File: src/rtl/serial_adder.sv
// serial_adder: bit-serial adder built around a single full-adder cell.
// Operands are captured on an accepted start, then one bit pair per clock
// is summed LSB first with the carry held in a flop between bits. The
// completed sum and carry-out are published together on the final bit and
// held until the next operation completes.
module serial_adder #(
  parameter int WIDTH = 4
) (
  input  logic             clk,
  input  logic             rst_n,
  input  logic             start,
  input  logic [WIDTH-1:0] a,
  input  logic [WIDTH-1:0] b,
  input  logic             cin,
  output logic             busy,
  output logic             done,
  output logic [WIDTH-1:0] sum,
  output logic             cout
);

  localparam int               CNT_W = (WIDTH > 1) ? $clog2(WIDTH) : 1;
  localparam logic [CNT_W-1:0] LAST  = CNT_W'(WIDTH - 1);

  typedef enum logic [1:0] {
    IDLE = 2'd0,
    RUN  = 2'd1,
    DONE = 2'd2
  } state_t;

  state_t           state;
  logic [WIDTH-1:0] sa;
  logic [WIDTH-1:0] sb;
  logic [WIDTH-1:0] psum;
  logic             carry;
  logic [CNT_W-1:0] cnt;
  logic             bit_s;
  logic             bit_c;
  logic             start_ok;
  logic [WIDTH-1:0] psum_next;

  // Full-adder cell: sum bit
  function automatic logic fa_sum(input logic x, input logic y, input logic z);
    return x ^ y ^ z;
  endfunction

  // Full-adder cell: carry is the majority of the three inputs
  function automatic logic fa_carry(input logic x, input logic y, input logic z);
    return (x & y) | (x & z) | (y & z);
  endfunction

  assign bit_s     = fa_sum(sa[0], sb[0], carry);
  assign bit_c     = fa_carry(sa[0], sb[0], carry);
  // Start is only honoured when no addition is in flight.
  assign start_ok  = start && ((state == IDLE) || (state == DONE));
  // The new bit enters at the MSB so that after WIDTH shifts bit 0 is the first bit computed.
  assign psum_next = {bit_s, psum[WIDTH-1:1]};

  // Control FSM and serial datapath; busy/done are registered alongside the state.
  always_ff @(posedge clk or negedge rst_n) begin
    if (!rst_n) begin
      state <= IDLE;
      busy  <= 1'b0;
      done  <= 1'b0;
      sum   <= '0;
      cout  <= 1'b0;
      sa    <= '0;
      sb    <= '0;
      psum  <= '0;
      carry <= 1'b0;
      cnt   <= '0;
    end else if (start_ok) begin
      sa    <= a;
      sb    <= b;
      carry <= cin;
      cnt   <= '0;
      state <= RUN;
      busy  <= 1'b1;
      done  <= 1'b0;
    end else begin
      case (state)
        RUN: begin
          carry <= bit_c;
          sa    <= {1'b0, sa[WIDTH-1:1]};
          sb    <= {1'b0, sb[WIDTH-1:1]};
          psum  <= psum_next;
          cnt   <= cnt + CNT_W'(1);
          if (cnt == LAST) begin
            sum   <= psum_next;
            cout  <= bit_c;
            state <= DONE;
            busy  <= 1'b0;
            done  <= 1'b1;
          end
        end
        DONE: begin
          state <= IDLE;
          done  <= 1'b0;
        end
        default: begin
          state <= IDLE;
          busy  <= 1'b0;
          done  <= 1'b0;
        end
      endcase
    end
  end

endmodule

File: config.mk
export PLATFORM = sky130hd
export DESIGN_NAME = serial_adder
export DESIGN_NICKNAME = d
export VERILOG_FILES = /design/src/rtl/serial_adder.sv
export SDC_FILE = /design/constraint.sdc
export NUM_CORES = 1
export LEC_CHECK = 0
export CORE_MARGIN = 3
export CORE_UTILIZATION = 49
export DETAILED_ROUTE_END_ITERATION = 10
export PLACE_DENSITY = 0.87
export SLEW_MARGIN = 20
export SYNTH_ARGS = -nofsm -noshare
export SYNTH_HDL_FRONTEND = slang
export SYNTH_SLANG_ARGS = --single-unit
File: constraint.sdc
create_clock -name clk -period 1.55 [get_ports clk]
set_input_delay 0.31 -clock clk [delete_from_list [all_inputs] [get_ports clk]]
set_output_delay 0.31 -clock clk [all_outputs]
set_load 0.03 [all_outputs]
==> impl_metrics.ini <==
[run_status]
status = complete, no violations

[timing]
setup_tns_ps = 0
rsz0062_at_grt = no
finalWorstSetupSlack_ps = 121
drv_slew = 0
final-setup-viol-count = 0
worst_slew_pin_slew_ps = 335
skew_ps = 0.733
slew_headroom_pct = 77.6
hold_viol = 0
max_freq_mhz = 700
post-route-min-period_ps = 1430
finalCritPeriodShare_pct = 92.2

[power_and_ir_drop]
p_seq_share_pct = 38.5
clkPwrFrac_pct = 16.5
p_int_w = 0.00164
p_leak_nw = 0.572
sw_frac_of_total_pct = 38.7
ir_drop_mv = 1.22
switchingPower_w = 0.00104
power_w = 0.00268
comb_power_share_pct = 44.9
cellPowerDensity_nw_per_um2 = 2140

[cts]
clockBufferDepth = 2
postCtsSetupBuffers = 0
cts_tree = done
htree_num_levels = 1
cts_sinks = 22
clkTransAtPathRegs_ps = 130
hold_buffers = 0
cts_buffers = 3
cts_root_buffer = clkbuf_4
clock_latency_ps = 310

[floorplanning]
fp-row-count = 15
core_um2 = 1800
die_area_um2 = 2570
die_h_um = 50.7
start_util_pct = 54.3
die_x_um = 50.7
ios = 19

[placement]
dp_hpwl_mm = 1.42
post-place-ws_ps = 116
dpl.cell_count = 131
gp_congestion = 0.707
port_buffers = 18

[grt]
antenna_found_initial = 0
grt_util_met3_pct = 1.78
grt-busiest-layer = met2
grt_pass1_wl_mm = 3.30
gr-usage-all-layers_pct = 17.0
grt_util_met1_pct = 22.1
grt_pass1_vias = 755
grt_max_degree = 23
gr-total-overflow = 0
use_met2_pct = 29.3

[final_layout]
layout-drive-gt1-share_pct = 16.4
finish.utilization_pct = 69.5
antennaDiodeCount = 0
syn2layout_area_growth_pct = 28.0
fin_nets = 125
fin_cells = 135

[setup_path]
crit_buf_inv = 1
worstPathArrival_ps = 1120
cp.required_ps = 1240
slowest_delay_ps = 410
endpoint_kind = output port
path_cells = dlygate4sd2_1
rr_endpoint = busy$_DFFE_PN0P_
regToRegSetupSlack_ps = 220
critical_path.top_delay_family = buffers and inverters
r2r_cells = 3
slowest_stage = dlygate4sd2_1
r2r_start = done$_DFFE_PN0P_
crit_type = reg2out
startpoint_type = flop
path_max_fanout = 3

[synthesis]
syn_inst = 87
yosysWarnings = 0
ys_types = 22
synth_seq_area_share_pct = 56.3
syn-cell-area_um2 = 978
synth_fp_nets = 101
synth_seq_cells = 22
postSynthAreaPerCell_um2 = 11.2

[route]
post_drt_wl_per_cell_um = 14.2
drc = 0
routed_wirelength_mm = 1.91
drtIter0Drc = 8
firstDrtPassIters = 4
vias = 713
via_per_inst = 5.28
drt.antenna.violating_nets = 0

[flow_run]
max_cap_violations = 0

[hold_path]
hp-class = in2async
[synth_stat cells]
library cell / n / share of area [%]
a211oi_1: 4 / 3.1
a21oi_1: 5 / 2.6
a22o_1: 2 / 1.8
buf_2: 2 / 1.0
buf_4: 1 / 0.77
clkbuf_1: 2 / 0.77
dfrtp_1: 22 / 56
fa_1: 1 / 2.0
ha_1: 1 / 1.3
inv_1: 2 / 0.77
mux2_2: 6 / 6.9
mux2i_1: 4 / 4.1
nand2_1: 10 / 3.8
nand2_4: 1 / 1.2
nand2b_1: 3 / 1.9
nand3_1: 1 / 0.51
nor2_1: 4 / 1.5
nor2b_1: 6 / 3.8
nor3_1: 3 / 1.5
o21ai_0: 3 / 1.5
o22ai_1: 3 / 1.9
o32ai_1: 1 / 0.90
[power by group through the flow]
| stage | logic [W] | clock network, W | registers (W) |
|---|---|---|---|
| 3_3_place_gp | 0.00119 | 0 | 0.00103 |
| 4_1_cts | 0.00122 | 0.000439 | 0.00103 |
| 2_1_floorplan | 0.000718 | 0 | 0.00116 |
| 3_5_place_dp | 0.00125 | 0 | 0.00105 |
| 5_1_grt | 0.00134 | 0.000469 | 0.00107 |
| 6_report | 0.00120 | 0.000444 | 0.00103 |
[metrics by stage]
step	hold slack [ps]	area, um^2
final	340	1250
after global routing	359	1250
after CTS	351	1250
after detailed placement	469	1210
after global placement	459	1210
after floorplan	14.4	978
[timing repair]
action                                  CTS  global route
endpoints found under the hold margin     0             0
endpoints found under the setup margin    6             0
gates resized for setup                   6             0
[flip-flops by register name, summed over array words and instances (netlist names)]
name   flops
psum       3
carry      1
sb         4
state      1
sum        4
done       1
sa         4
cnt        2
busy       1
cout       1
[area by class of cell]
cell class                      instances  area [um^2]
Sequential cell                        22          551
Tap cell                               25         31.3
Multi-Input combinational cell         58          395
Clock buffer                            3         22.5
Fill cell                             147          549
Timing Repair Buffer                   24          215
Inverter                                2         7.51
Clock inverter                          1         30.0
[worst max path at each step]
stage	from	to	depth (start not counted)
floorplan	done$_DFFE_PN0P_	cout$_DFFE_PN0P_	5
global placement	start	sa[2]$_DFFE_PN0P_	5
detailed placement	start	sb[2]$_DFFE_PN0P_	5
CTS	busy$_DFFE_PN0P_	busy	1
global route	busy$_DFFE_PN0P_	busy	1
finish	busy$_DFFE_PN0P_	busy	1
[cell families (layout without fill, tap and decap cells)]
family | after synthesis | count (layout) | synth area share, %
AO/OA/AOI/OAI | 18 | 18 | 11.8
AND/OR/NAND/NOR | 28 | 28 | 14.3
adder cells (fa/ha/maj) | 2 | 2 | 3.32
multiplexers | 10 | 10 | 11.0
flip-flops | 22 | 22 | 56.3
buffers and inverters | 7 | 30 | 3.33
[cell usage in the layout, fill, tap and decap left out]
cell type	instances
fa_1	1
mux2_2	6
dfrtp_1	22
o32ai_1	1
nor2_1	4
nand2_4	1
a21oi_1	5
clkdlybuf4s50_1	11
nor3_1	3
a211oi_1	4
o22ai_1	3
nand2b_1	3
clkbuf_4	3
nand3_1	1
nor2b_1	6
nand2_1	10
a22o_1	2
inv_1	2
bufinv_16	1
mux2i_1	4
buf_4	7
o21ai_0	3
dlygate4sd2_1	6
ha_1	1
[metal layers]
layer / wire length, um / vias to the layer above
li1: - / 347
met1: 862 / 345
met2: 967 / 21
met3: 83 / 0
met4: 0 / 0
met5: 0 / -
No activity file was read; power rests on OpenSTA's default activity.
